### config.mk
export PLATFORM = sky130hd
export DESIGN_NAME = decim_2x_flat
export DESIGN_NICKNAME = d
export VERILOG_FILES = /design/src/rtl/decim_pkg.sv /design/src/rtl/decim_2x_if.sv /design/src/rtl/decim_hb_ch.sv /design/src/rtl/decim_2x.sv /design/src/flat_wrapper.sv
export SDC_FILE = /design/constraint.sdc
export NUM_CORES = 1
export LEC_CHECK = 0
export CAP_MARGIN = 20
export CORE_MARGIN = 3
export CORE_UTILIZATION = 57
export DETAILED_ROUTE_END_ITERATION = 10
export GPL_TIMING_DRIVEN = 1
export PLACE_DENSITY = 0.84
export SYNTH_ARGS = -nofsm -noshare
export SYNTH_HDL_FRONTEND = slang
export SYNTH_SLANG_ARGS = --single-unit
### constraint.sdc
create_clock -name clk -period 2.2 [get_ports clk]
set_clock_uncertainty 0.1 [all_clocks]
set_input_delay 0.44 -clock clk [delete_from_list [all_inputs] [get_ports clk]]
set_output_delay 0.44 -clock clk [all_outputs]
set_load 0.01 [all_outputs]
### src/rtl/decim_pkg.sv
// Shared constants and types for the 2x halfband decimator.
package decim_pkg;

  localparam int unsigned DW       = 16;
  localparam int unsigned ACC_W    = DW + 6;
  localparam int unsigned RND      = 16;
  localparam int unsigned SHIFT    = 5;
  localparam int unsigned FILL_MIN = 7;
  localparam int unsigned LATENCY  = 3;
  localparam int unsigned NLANE    = 8;

  // Taps are -1, 0, 9, 16, 9, 0, -1: 9 = (1 << 3) + 1 and 16 = 1 << 4.
  localparam int unsigned COEF_MID_SH = 3;
  localparam int unsigned COEF_CTR_SH = 4;

  typedef logic signed [DW-1:0]    sample_t;
  typedef logic signed [ACC_W-1:0] acc_t;

endpackage

### src/rtl/decim_2x_if.sv
// Sample-lane bus for decim_2x: eight input lanes with a valid strobe, eight decimated outputs.
interface decim_2x_if;
  import decim_pkg::*;

  logic             in_vld;
  sample_t          din0, din1, din2, din3, din4, din5, din6, din7;
  logic             out_vld;
  sample_t          dout0, dout1, dout2, dout3, dout4, dout5, dout6, dout7;
  logic [NLANE-1:0] ovf;

  modport master (
    output in_vld, din0, din1, din2, din3, din4, din5, din6, din7,
    input  out_vld, dout0, dout1, dout2, dout3, dout4, dout5, dout6, dout7, ovf
  );

  modport slave (
    input  in_vld, din0, din1, din2, din3, din4, din5, din6, din7,
    output out_vld, dout0, dout1, dout2, dout3, dout4, dout5, dout6, dout7, ovf
  );

endinterface

### src/rtl/decim_hb_ch.sv
// One decimator lane: delay line plus pre-add / weight / round-saturate pipeline.
// DECIM_FIR_EN selects the halfband filter; otherwise the lane just forwards x0.
module decim_hb_ch
  import decim_pkg::*;
(
  input  logic    clk,
  input  logic    rst,
  input  logic    in_vld,
  input  sample_t din,
  input  logic    ld,
  output sample_t dout,
  output logic    ovf
);

  sample_t dout_d, dout_q;
  logic    ovf_d, ovf_q;

`ifdef DECIM_FIR_EN
  localparam int SMAX = (1 << (DW - 1)) - 1;
  localparam int SMIN = -SMAX - 1;

  sample_t x_q [7];
  acc_t    s1_a_q, s1_b_q, s1_c_q, acc_q, rnd;

  // Data stages run freely; only the output register is qualified by ld.
  always_ff @(posedge clk) begin
    if (rst) begin
      for (int i = 0; i < 7; i++) x_q[i] <= '0;
      s1_a_q <= '0;
      s1_b_q <= '0;
      s1_c_q <= '0;
      acc_q  <= '0;
    end else begin
      if (in_vld) begin
        x_q[0] <= din;
        for (int i = 1; i < 7; i++) x_q[i] <= x_q[i-1];
      end
      s1_a_q <= acc_t'(x_q[0]) + acc_t'(x_q[6]);
      s1_b_q <= acc_t'(x_q[2]) + acc_t'(x_q[4]);
      s1_c_q <= acc_t'(x_q[3]);
      acc_q  <= (s1_b_q <<< COEF_MID_SH) + s1_b_q + (s1_c_q <<< COEF_CTR_SH) - s1_a_q;
    end
  end

  always_comb begin
    rnd    = (acc_q + acc_t'(RND)) >>> SHIFT;
    dout_d = rnd[DW-1:0];
    ovf_d  = 1'b0;
    if (rnd > acc_t'(SMAX)) begin
      dout_d = sample_t'(SMAX);
      ovf_d  = 1'b1;
    end else if (rnd < acc_t'(SMIN)) begin
      dout_d = sample_t'(SMIN);
      ovf_d  = 1'b1;
    end
  end
`else
  sample_t x0_q, s1_q, s2_q;

  // Same stage count as the filter so output timing is build-independent.
  always_ff @(posedge clk) begin
    if (rst) begin
      x0_q <= '0;
      s1_q <= '0;
      s2_q <= '0;
    end else begin
      if (in_vld) x0_q <= din;
      s1_q <= x0_q;
      s2_q <= s1_q;
    end
  end

  always_comb begin
    dout_d = s2_q;
    ovf_d  = 1'b0;
  end
`endif

  always_ff @(posedge clk) begin
    if (rst) begin
      dout_q <= '0;
      ovf_q  <= 1'b0;
    end else if (ld) begin
      dout_q <= dout_d;
      ovf_q  <= ovf_d;
    end
  end

  assign dout = dout_q;
  assign ovf  = ovf_q;

endmodule

### src/rtl/decim_2x.sv
// Eight-lane 2x decimator: shared phase/fill control and valid pipeline over eight lanes.
// Define DECIM_FIR_EN for the halfband filter; the default build is plain downsampling.
module decim_2x
  import decim_pkg::*;
#(
  parameter bit ODD_PHASE = 1'b1
) (
  input logic       clk,
  input logic       rst,
  decim_2x_if.slave bus
);

  logic               phase_q, phase_d;
  logic [2:0]         fill_q, fill_d;
  logic [LATENCY-1:0] vld_q, vld_d;
  logic               out_vld_q;
  logic               fire;

  sample_t          din_a  [NLANE];
  sample_t          dout_a [NLANE];
  logic [NLANE-1:0] ovf_a;

  // fill_q counts samples before this one, so >= FILL_MIN-1 means the window is full.
  always_comb begin
    phase_d = phase_q;
    fill_d  = fill_q;
    fire    = 1'b0;
    if (bus.in_vld) begin
      phase_d = ~phase_q;
      if (fill_q != 3'(FILL_MIN)) fill_d = fill_q + 3'd1;
      fire = (phase_q == ODD_PHASE) && (fill_q >= 3'(FILL_MIN - 1));
    end
    vld_d = {vld_q[LATENCY-2:0], fire};
  end

  always_ff @(posedge clk) begin
    if (rst) begin
      phase_q   <= 1'b0;
      fill_q    <= '0;
      vld_q     <= '0;
      out_vld_q <= 1'b0;
    end else begin
      phase_q   <= phase_d;
      fill_q    <= fill_d;
      vld_q     <= vld_d;
      out_vld_q <= vld_q[LATENCY-1];
    end
  end

  assign din_a[0] = bus.din0;
  assign din_a[1] = bus.din1;
  assign din_a[2] = bus.din2;
  assign din_a[3] = bus.din3;
  assign din_a[4] = bus.din4;
  assign din_a[5] = bus.din5;
  assign din_a[6] = bus.din6;
  assign din_a[7] = bus.din7;

  for (genvar n = 0; n < NLANE; n++) begin : g_lane
    decim_hb_ch u_ch (
      .clk    (clk),
      .rst    (rst),
      .in_vld (bus.in_vld),
      .din    (din_a[n]),
      .ld     (vld_q[LATENCY-1]),
      .dout   (dout_a[n]),
      .ovf    (ovf_a[n])
    );
  end

  assign bus.out_vld = out_vld_q;
  assign bus.dout0   = dout_a[0];
  assign bus.dout1   = dout_a[1];
  assign bus.dout2   = dout_a[2];
  assign bus.dout3   = dout_a[3];
  assign bus.dout4   = dout_a[4];
  assign bus.dout5   = dout_a[5];
  assign bus.dout6   = dout_a[6];
  assign bus.dout7   = dout_a[7];
  assign bus.ovf     = ovf_a;

endmodule

### src/flat_wrapper.sv
// flat-port wrapper written by rule: the top's interface ports become plain ports
module decim_2x_flat import decim_pkg::*;
#(
  parameter bit ODD_PHASE = 1'b1
)
  (clk, rst, bus_in_vld, bus_din0, bus_din1, bus_din2, bus_din3, bus_din4, bus_din5, bus_din6, bus_din7, bus_out_vld, bus_dout0, bus_dout1, bus_dout2, bus_dout3, bus_dout4, bus_dout5, bus_dout6, bus_dout7, bus_ovf);
  decim_2x_if bus_i ();
  input logic clk;
  input logic rst;
  input wire logic [$bits(bus_i.in_vld)-1:0] bus_in_vld;
  input wire logic [$bits(bus_i.din0)-1:0] bus_din0;
  input wire logic [$bits(bus_i.din1)-1:0] bus_din1;
  input wire logic [$bits(bus_i.din2)-1:0] bus_din2;
  input wire logic [$bits(bus_i.din3)-1:0] bus_din3;
  input wire logic [$bits(bus_i.din4)-1:0] bus_din4;
  input wire logic [$bits(bus_i.din5)-1:0] bus_din5;
  input wire logic [$bits(bus_i.din6)-1:0] bus_din6;
  input wire logic [$bits(bus_i.din7)-1:0] bus_din7;
  output wire logic [$bits(bus_i.out_vld)-1:0] bus_out_vld;
  output wire logic [$bits(bus_i.dout0)-1:0] bus_dout0;
  output wire logic [$bits(bus_i.dout1)-1:0] bus_dout1;
  output wire logic [$bits(bus_i.dout2)-1:0] bus_dout2;
  output wire logic [$bits(bus_i.dout3)-1:0] bus_dout3;
  output wire logic [$bits(bus_i.dout4)-1:0] bus_dout4;
  output wire logic [$bits(bus_i.dout5)-1:0] bus_dout5;
  output wire logic [$bits(bus_i.dout6)-1:0] bus_dout6;
  output wire logic [$bits(bus_i.dout7)-1:0] bus_dout7;
  output wire logic [$bits(bus_i.ovf)-1:0] bus_ovf;
  assign bus_i.in_vld = bus_in_vld;
  assign bus_i.din0 = bus_din0;
  assign bus_i.din1 = bus_din1;
  assign bus_i.din2 = bus_din2;
  assign bus_i.din3 = bus_din3;
  assign bus_i.din4 = bus_din4;
  assign bus_i.din5 = bus_din5;
  assign bus_i.din6 = bus_din6;
  assign bus_i.din7 = bus_din7;
  assign bus_out_vld = bus_i.out_vld;
  assign bus_dout0 = bus_i.dout0;
  assign bus_dout1 = bus_i.dout1;
  assign bus_dout2 = bus_i.dout2;
  assign bus_dout3 = bus_i.dout3;
  assign bus_dout4 = bus_i.dout4;
  assign bus_dout5 = bus_i.dout5;
  assign bus_dout6 = bus_i.dout6;
  assign bus_dout7 = bus_i.dout7;
  assign bus_ovf = bus_i.ovf;
  decim_2x #(.ODD_PHASE(ODD_PHASE)) u_core (.clk(clk), .rst(rst), .bus(bus_i));
endmodule
==> metrics.csv, run 1 <==
stage,metric,value,unit
worst_setup_path,CP cell instances,clkdlybuf4s50_1,
worst_setup_path,CP max stage cell,clkdlybuf4s50_1,
routing,vias per std cell,4.72,
clock_network,number of clock buffers inserted by TritonCTS,48,
sta,Worst Tran Pin Value,0.525,ns
sta,Final Critical Period,2.04,ns
worst_setup_path,Crit path buffers/inverters,1,
run_status,status,finished clean,
die,Chip Height,176,um
placement,Placed Area,0.0191,mm2
clock_network,cts hold-fix bufs,0,
clock_network,post-CTS setup buffer count,0,
sta,final slew viol count,0,
clock_network,Root Buffer,clkbuf_16,
worst_setup_path,Worst EP required,1.66,ns
grt,gr usage total,19.4,%
sta,f_max,491,MHz
worst_setup_path,worst r2r src,u_core.fill_q[0],
worst_setup_path,Worst path depth,1,
grt,grt ovf,0,
routing,antenna-violating nets left,0,
final_layout,number of nets in the layout,1780,
routing,drt drc,0,
worst_setup_path,Critical Path End Type,output pin,
die,# rows,61,
die,die width,176,um
final_layout,post-layout util,73.9,%
die,Ports,268,
sta,Relative slew margins,65.0,%
power_and_ir_drop,leak pwr,8.18,nW
sta,Final Cycle Share,92.6,%
worst_setup_path,crit-path max FO,2,
power_and_ir_drop,Power Total,18.9,mW
synth,cells after synthesis,1404,
worst_setup_path,worst setup path startpoint,u_core.g_lane[7].u_ch.dout[11],
routing,starting DRC count in detailed routing,456,
synth,Yosys cell types,20,
min_path,Hold Path Class,in -> reg,
worst_setup_path,Max stage delay on crit path,0.60,ns
final_layout,"commonest non-fill, non-tap cell in the layout",dfxtp_1,
grt,first-pass GRT wire length,49200,um
final_layout,share of cells above drive strength 1,6.47,%
final_layout,most frequent cells in the layout,"dfxtp_1 (519), nor2b_1 (260), nor2_1 (259)",
synth,Mean Syn Cell Area,11.7,um2
power_and_ir_drop,pwr/cell area,911,mW/mm2
clock_network,count of clock tree sinks,520,
worst_setup_path,r2r endpoint,u_core.fill_q[0],
grt,initial antenna violation count,7,
die,Die Area,0.0309,mm2
min_path,Hold Path Origin,bus_in_vld,
worst_setup_path,arrival time worst endpoint,1.50,ns
final_layout,Layout area overhead,26.2,%
grt,largest net degree at the start of global routing,99,
placement,DP Wirelength,19900,um
sta,Final Hold Vio Count,0,
synth,sequential fraction of the synthesis area,63.3,%
worst_setup_path,CP Class,reg -> out,
worst_setup_path,CP Launch Type,flip-flop,
clock_network,Worst-path clk slew,0.06,ns
clock_network,H-tree levels,2,
routing,DR pass1 iterations,6,
placement,number of port buffers,259,
clock_network,post_cts resized,0,
clock_network,Clock Latency Late Sink,0.53,ns
worst_setup_path,CP endpoint,bus_dout7[11],
sta,RSZ-0062 raised after global routing,no,
worst_setup_path,Crit path max-delay family,buffers and inverters,
final_layout,"Design Area, Final",0.0208,mm2
sta,"Setup violations, final",0,
synth,Syn. warnings,0,
routing,DR vias,9756,
die,Initial Utilization,58.6,%
worst_setup_path,reg2reg path depth,4,
sta,TNS Setup,0,ns
run,maxcap violations,0,
clock_network,clock buffer depth,3,
routing,mean routed wirelength per cell,14.8,um
worst_setup_path,R2R Setup Slk,0.66,ns
synth,Yosys reg bits,520,
power_and_ir_drop,Max rail drop VDD,0.000819,V
placement,Placer Congestion,0.748,
grt,vias in the first global route,9600,
routing,final wirelength,30600,um
clock_network,CTS tree,done,
synth,Post-Syn Area,0.0164,mm2
die,area of the core,0.0281,mm2
## layout make-up
type	count	area [um2]
multi-input combinational	795	5290
tap	378	473
clock inverter	18	158
antenna	3	7.51
fill	1905	7330
clock buffer	70	1480
timing repair buffer	282	2930
sequential	520	10400
## stage by stage
step | cells | setup WS, ns | hold slack [ns]
after floorplan | 1411 | 0.757 | 0.314
after global placement | 1975 | 0.704 | 0.315
after detailed placement | 1975 | 0.680 | 0.320
after CTS | 2063 | 0.134 | 0.143
after global routing | 2066 | 0.104 | 0.168
final | 2066 | 0.163 | 0.156
## registers in the layout (all words and copies together) (netlist names)
signal / flops
u_core.g_lane.u_ch.x0_q: 128
u_core.g_lane.u_ch.s1_q: 128
u_core.fill_q: 3
u_core.vld_q: 3
u_core.g_lane.u_ch.dout: 128
u_core.g_lane.u_ch.dout_d: 128
u_core.bus.out_vld: 1
u_core.phase_q: 1
## Yosys cell counts
| library cell | number | area share, % |
|---|---|---|
| conb_1 | 1 | 0.023 |
| buf_6 | 5 | 0.34 |
| ha_1 | 2 | 0.15 |
| nand2b_1 | 2 | 0.076 |
| buf_2 | 43 | 1.3 |
| mux2_2 | 1 | 0.068 |
| nand3_1 | 1 | 0.030 |
| and2b_1 | 1 | 0.046 |
| nand4bb_1 | 2 | 0.14 |
| mux2i_1 | 256 | 16 |
| o21ai_1 | 2 | 0.061 |
| clkbuf_1 | 9 | 0.21 |
| buf_8 | 21 | 1.9 |
| dfxtp_1 | 520 | 63 |
| xnor2_1 | 1 | 0.053 |
| nor2_1 | 259 | 5.9 |
| buf_12 | 1 | 0.12 |
| buf_4 | 15 | 0.68 |
| nor2b_1 | 260 | 9.9 |
| clkbuf_4 | 2 | 0.091 |
## report_power, final
| group | switching, mW | leakage [nW] | internal [mW] |
|---|---|---|---|
| clock network | 3.36 | 0.819 | 4.90 |
| registers | 0.0976 | 4.24 | 9.70 |
| logic | 0.370 | 3.12 | 0.485 |
## routing by layer
layer	up-vias	global-route usage (%)	routed length, um
li1	4960	-	-
met1	4494	23.5	12800
met2	226	32.7	14700
met3	68	6.20	2200
met4	8	6.70	869
met5	-	0	58
## kinds of logic after synthesis
group                    count (synthesis)  share of synthesized area [%]
AND/OR/NAND/NOR                        525                           16.1
other                                    1                         0.0228
AO/OA/AOI/OAI                            2                         0.0609
buffers and inverters                   96                           4.67
adder cells (fa/ha/maj)                  2                          0.152
XOR/XNOR                                 1                         0.0533
flip-flops                             520                           63.3
multiplexers                           257                           15.6
## worst min path at each step
stage | endpoint | slack [ns] | cells after the start
floorplan | u_core.g_lane[0].u_ch.dout_d[0] | 0.31 | 1
global placement | u_core.vld_q[2] | 0.32 | 1
detailed placement | u_core.g_lane[6].u_ch.dout_d[0] | 0.32 | 1
CTS | u_core.phase_q | 0.14 | 3
global route | u_core.g_lane[3].u_ch.dout[8] | 0.17 | 2
finish | u_core.phase_q | 0.16 | 3
## worst min-delay path: cells and delay by family
family | cells | cell delay (ns)
AND/OR/NAND/NOR | 1 | 0.09
buffers and inverters | 1 | 0.13
XOR/XNOR | 1 | 0.08
Power figures use the tool's default switching activity.
==> inputs of run 2 (changes only) <==
Settings changed: CORE_UTILIZATION 57 to 52, PLACE_DENSITY 0.84 to 0.78, SLEW_MARGIN set to 20.
Clock period 2.2 ns to 2.32 ns, I/O delays scaled along.
==> run 2 against run 1 <==
Sequential share of layout area rose by 0.24 points. Critical path type unchanged. Combinational power fell by 6.4%. Hold slack improved by 0.050 ns. Non-clock buffer count did not move. Via count fell by 1.5%.
==> metrics.csv, run 2 (same netlist as run 1, synthesis figures left out) <==
stage,metric,value,unit,change
run,maxcap violations,0,,unchanged
worst_setup_path,Crit path buffers/inverters,1,,unchanged
sta,f_max,492,MHz,
sta,RSZ-0062 raised after global routing,no,,
min_path,Hold Path Class,in -> reg,,
clock_network,count of clock tree sinks,520,,unchanged
clock_network,cts hold-fix bufs,0,,unchanged
worst_setup_path,Crit path max-delay family,buffers and inverters,,
die,area of the core,0.0309,mm2,+10%
worst_setup_path,CP Launch Type,flip-flop,,
final_layout,Filler cells,2328,,+22%
clock_network,CTS tree,done,,
routing,vias per std cell,4.61,,-2.3%
die,Initial Utilization,53.2,%,-5.3 points
final_layout,most frequent cells in the layout,"dfxtp_1 (519), nor2b_1 (260), nor2_1 (259)",,
worst_setup_path,crit-path max FO,2,,unchanged
worst_setup_path,CP cell instances,clkdlybuf4s50_1,,
worst_setup_path,Worst EP required,1.76,ns,+0.10 ns
final_layout,share of cells above drive strength 1,5.64,%,-0.82 points
power_and_ir_drop,Max rail drop VDD,0.000544,V,-34%
sta,Final Critical Period,2.03,ns,
worst_setup_path,reg2reg path depth,3,,-1
worst_setup_path,Max stage delay on crit path,0.59,ns,about the same
routing,DR vias,9607,,-1.5%
sta,Final Hold Vio Count,0,,unchanged
clock_network,number of clock buffers inserted by TritonCTS,49,,+2.1%
clock_network,clock buffer depth,3,,unchanged
grt,vias in the first global route,9416,,-1.9%
clock_network,post-CTS setup buffer count,0,,unchanged
final_layout,"Design Area, Final",0.0207,mm2,-0.48%
routing,drt drc,0,,unchanged
die,# rows,64,,+4.9%
clock_network,H-tree levels,2,,unchanged
final_layout,number of nets in the layout,1781,,+0.056%
grt,first-pass GRT wire length,47300,um,-3.8%
clock_network,post_cts resized,0,,unchanged
die,die width,184,um,+4.5%
die,Die Area,0.0338,mm2,+9.3%
worst_setup_path,arrival time worst endpoint,1.47,ns,-0.03 ns
worst_setup_path,r2r endpoint,u_core.g_lane[5].u_ch.dout[2],,
sta,"Setup violations, final",0,,unchanged
routing,mean routed wirelength per cell,14.1,um,-4.7%
sta,TNS Setup,0,ns,unchanged
grt,grt ovf,0,,unchanged
worst_setup_path,worst r2r src,u_core.vld_q[2],,
final_layout,"commonest non-fill, non-tap cell in the layout",dfxtp_1,,
worst_setup_path,CP max stage cell,clkdlybuf4s50_1,,
routing,DR pass1 iterations,4,,-2
clock_network,Worst-path clk slew,0.06,ns,about the same
final_layout,multi-input logic area,0.00529,mm2,unchanged
run_status,status,finished clean,,
min_path,worst hold path endpoint,u_core.g_lane[2].u_ch.dout[8],,
power_and_ir_drop,pwr/cell area,853,mW/mm2,-6.4%
worst_setup_path,CP Class,reg -> out,,
die,Ports,268,,unchanged
worst_setup_path,R2R Setup Slk,0.78,ns,+0.12 ns
grt,initial antenna violation count,6,,-1
final_layout,FF/Latch Area,0.0104,mm2,unchanged
clock_network,Clock Latency Late Sink,0.54,ns,about the same
sta,Final Cycle Share,87.6,%,
placement,DP Wirelength,19300,um,-2.9%
routing,starting DRC count in detailed routing,345,,-24%
min_path,Hold Path Origin,rst,,
sta,final slew viol count,0,,unchanged
clock_network,Root Buffer,clkbuf_16,,
die,Chip Height,184,um,+4.5%
worst_setup_path,Worst path depth,1,,unchanged
placement,Placed Area,0.0191,mm2,about the same
grt,gr usage total,17.0,%,-2.4 points
grt,largest net degree at the start of global routing,84,,-15%
placement,number of port buffers,259,,unchanged
worst_setup_path,Critical Path End Type,output pin,,
routing,final wirelength,29400,um,-3.9%
power_and_ir_drop,leak pwr,8.10,nW,-0.90%
min_path,hold path depth,2,,-1
final_layout,Layout area overhead,25.6,%,
placement,Placer Congestion,0.727,,-2.9%
routing,antenna-violating nets left,0,,unchanged
## run 2: report_power, final
group / internal (mW) / switching [mW] / total (mW)
registers: 9.20 / 0.0905 / 9.29
logic: 0.453 / 0.348 / 0.801
clock network: 4.44 / 3.08 / 7.53
total: 14.1 / 3.52 / 17.6
## run 2: worst max path at each step
| stage | start | endpoint | slack, ns |
|---|---|---|---|
| 3_3_place_gp | bus_in_vld | u_core.g_lane[7].u_ch.x0_q[4] | 0.70 |
| 5_1_grt | u_core.g_lane[4].u_ch.dout[6] | bus_dout4[6] | 0.21 |
| 4_1_cts | u_core.g_lane[7].u_ch.dout[6] | bus_dout7[6] | 0.25 |
| 6_report | u_core.g_lane[7].u_ch.dout[5] | bus_dout7[5] | 0.29 |
| 3_5_place_dp | bus_in_vld | u_core.g_lane[7].u_ch.x0_q[2] | 0.68 |
| 2_1_floorplan | u_core.fill_q[0] | u_core.fill_q[0] | 0.88 |
## run 2: layout make-up
class	instances	share of cell area, %
flip-flops and latches	520	50.4
diodes	3	0.0363
well taps	396	2.40
clock buffers	75	6.90
repair buffers	282	14.1
clock inverters	11	0.545
multi-input cells	795	25.6
## run 2: through the flow
step | utilization [%] | std cells | hold WS (ns) | power [mW] | worst slack, ns
after floorplan | - | 1411 | 0.314 | 9.99 | 0.877
after global placement | 61.8 | 1993 | 0.316 | 10.3 | 0.698
after detailed placement | 61.8 | 1993 | 0.320 | 10.3 | 0.685
after CTS | 66.8 | 2079 | 0.192 | 17.8 | 0.247
after global routing | 66.8 | 2081 | 0.217 | 18.3 | 0.211
final | 66.8 | 2082 | 0.206 | 17.6 | 0.287
## run 2: per-layer routing
| metal | global-route usage (%) | vias up | routed length [um] | part of all wire [%] |
|---|---|---|---|---|
| li1 | - | 4950 | - | - |
| met1 | 20.8 | 4377 | 12600 | 43 |
| met2 | 28.6 | 215 | 14000 | 47 |
| met3 | 5.72 | 57 | 2150 | 7.3 |
| met4 | 5.35 | 8 | 701 | 2.4 |
| met5 | 0 | - | 44 | 0.15 |
==> inputs of run 3 (changes only) <==
Settings changed: CORE_UTILIZATION 52 to 47, PLACE_DENSITY 0.78 to 0.74.
Clock period 2.32 ns to 1.65 ns, I/O delays scaled along.
==> run 3 against run 2 <==
Via count is 0.53% higher. Highest routed layer unchanged. Register-to-register slack worse by 0.65 ns. Power rose by 45%. Largest power group unchanged. Sequential share of layout area down 0.66 points. Critical path type unchanged. Combinational power grew 47%. Setup slack lost 0.24 ns. Global-route usage decreased by 1.0 points. Clock power rose by 50%. Hold slack lost 0.077 ns. Largest cell class unchanged. Cell count is 3.3% higher. Non-clock buffer count rose by 15.
==> metrics.csv, run 3 (same netlist as run 1, synthesis figures left out) <==
stage,metric,value,unit,change
die,Initial Utilization,48.3,%,-4.9 points
die,Chip Height,193,um,+5.0%
sta,"Setup violations, final",0,,unchanged
routing,WL met1,12800,um,+2.1%
placement,Placer Congestion,0.756,,+4.0%
clock_network,CTS tree,done,,
worst_setup_path,R2R Setup Slk,0.13,ns,-0.65 ns
worst_setup_path,reg2reg path depth,4,,+1
routing,starting DRC count in detailed routing,357,,+3.5%
clock_network,clock buffer depth,3,,unchanged
die,Ports,268,,unchanged
placement,DP Wirelength,20200,um,+4.7%
worst_setup_path,CP cell instances,dlygate4sd2_1,,
sta,TNS Setup,0,ns,unchanged
die,# rows,67,,+4.7%
sta,Final Critical Period,1.61,ns,
min_path,hold path depth,3,,+1
routing,met3 WL,2220,um,+3.0%
routing,top sig layer,met5,,
worst_setup_path,Crit path buffers/inverters,1,,unchanged
sta,Final Hold Vio Count,0,,unchanged
worst_setup_path,arrival time worst endpoint,1.18,ns,-0.29 ns
routing,DR pass1 iterations,4,,unchanged
min_path,Hold Path Origin,bus_in_vld,,
routing,DR vias,9658,,+0.53%
power_and_ir_drop,leak pwr,8.67,nW,+7.0%
worst_setup_path,Critical Path End Type,output pin,,
worst_setup_path,CP Launch Type,flip-flop,,
routing,mean routed wirelength per cell,14.1,um,-0.22%
grt,vias in the first global route,9554,,+1.5%
clock_network,count of clock tree sinks,520,,unchanged
worst_setup_path,crit-path max FO,2,,unchanged
die,die width,193,um,+5.0%
sta,Hold Slack,0.129,ns,-0.0768 ns
worst_setup_path,CP max stage cell,dfxtp_1,,
min_path,worst hold path endpoint,u_core.g_lane[2].u_ch.x0_q[1],,
final_layout,most frequent cells in the layout,"dfxtp_1 (519), nor2b_1 (260), nor2_1 (259)",,
run_status,status,finished clean,,
grt,largest net degree at the start of global routing,67,,-20%
routing,DR WL met2,14600,um,+4.7%
run,maxcap violations,0,,unchanged
final_layout,Layout area overhead,27.3,%,
final_layout,share of cells above drive strength 1,8.05,%,+2.4 points
power_and_ir_drop,Max rail drop VDD,0.000847,V,+56%
final_layout,"commonest non-fill, non-tap cell in the layout",dfxtp_1,,
worst_setup_path,CP Class,reg -> out,,
worst_setup_path,Max stage delay on crit path,0.33,ns,-0.26 ns
sta,RSZ-0062 raised after global routing,no,,
worst_setup_path,Worst EP required,1.22,ns,-0.54 ns
routing,vias per std cell,4.49,,-2.7%
grt,initial antenna violation count,2,,-4
sta,f_max,623,MHz,
sta,Final Cycle Share,97.3,%,
worst_setup_path,r2r endpoint,u_core.fill_q[0],,
power_and_ir_drop,pwr/cell area,1220,mW/mm2,+43%
routing,antenna-violating nets left,0,,unchanged
grt,grt ovf,0,,unchanged
clock_network,Root Buffer,clkbuf_16,,
routing,drt drc,0,,unchanged
clock_network,number of clock buffers inserted by TritonCTS,50,,+2.0%
min_path,Hold Path Class,in -> reg,,
placement,number of port buffers,259,,unchanged
die,area of the core,0.0340,mm2,+10%
power_and_ir_drop,Power Total,25.5,mW,+45%
grt,first-pass GRT wire length,48400,um,+2.2%
final_layout,number of nets in the layout,1797,,+0.90%
clock_network,H-tree levels,2,,unchanged
die,Die Area,0.0373,mm2,+10%
clock_network,Worst-path clk slew,0.06,ns,about the same
worst_setup_path,worst r2r src,u_core.fill_q[0],,
final_layout,post-layout util,61.5,%,-5.3 points
sta,final slew viol count,0,,unchanged
routing,final wirelength,30300,um,+3.1%
worst_setup_path,Crit path max-delay family,flip-flops,,
grt,gr usage total,16.0,%,-1.0 points
clock_network,Clock Latency Late Sink,0.55,ns,about the same
-- run 3: report_power, final --
part           total (mW)  internal [mW]  switching [mW]
clock network        11.3           6.78            4.48
logic                1.18          0.678           0.502
registers            13.1           12.9           0.122
-- run 3: worst max-delay path by stage --
stage | slack [ns] | to | cells after the start | startpoint
2_1_floorplan | 0.21 | u_core.fill_q[0] | 4 | u_core.fill_q[0]
3_3_place_gp | 0.14 | u_core.fill_q[0] | 4 | u_core.fill_q[0]
3_5_place_dp | 0.14 | u_core.fill_q[0] | 4 | u_core.fill_q[0]
4_1_cts | 0.000009 | bus_dout5[2] | 1 | u_core.g_lane[5].u_ch.dout[2]
5_1_grt | 0.0001 | bus_dout3[8] | 1 | u_core.g_lane[3].u_ch.dout[8]
6_report | 0.04 | bus_dout2[1] | 1 | u_core.g_lane[2].u_ch.dout[1]
-- run 3: per-layer routing --
layer | global-route usage (%) | vias up
met1 | 18.9 | 4432
met3 | 5.30 | 53
li1 | - | 4980
met5 | 0 | -
met2 | 27.8 | 189
met4 | 4.73 | 4
-- run 3: per-stage QoR --
step           cell area, um2  setup slack (ns)  std cells
2_1_floorplan           16500             0.207       1411
3_3_place_gp            19400             0.142       2059
3_5_place_dp            19400             0.135       2059
4_1_cts                 20900        0.00000899       2150
5_1_grt                 20900          0.000114       2150
6_report                20900            0.0447       2151
-- run 3: layout make-up --
cell class / instances / area [um2]
multi-input combinational: 795 / 5290
timing repair buffer: 297 / 3000
sequential: 520 / 10400
antenna: 1 / 2.50
clock buffer: 73 / 1470
fill: 2790 / 13100
tap: 448 / 561
clock inverter: 17 / 193
-- run 3: timing repair --
| action | 4_1_cts | 5_1_grt |
|---|---|---|
| endpoints found under the setup margin | 129 | 49 |
| hold buffers | 1 | 0 |
| buffers inserted | 0 | 0 |
| hold endpoints to repair | 4 | 0 |
| gates resized for setup | 160 | 52 |
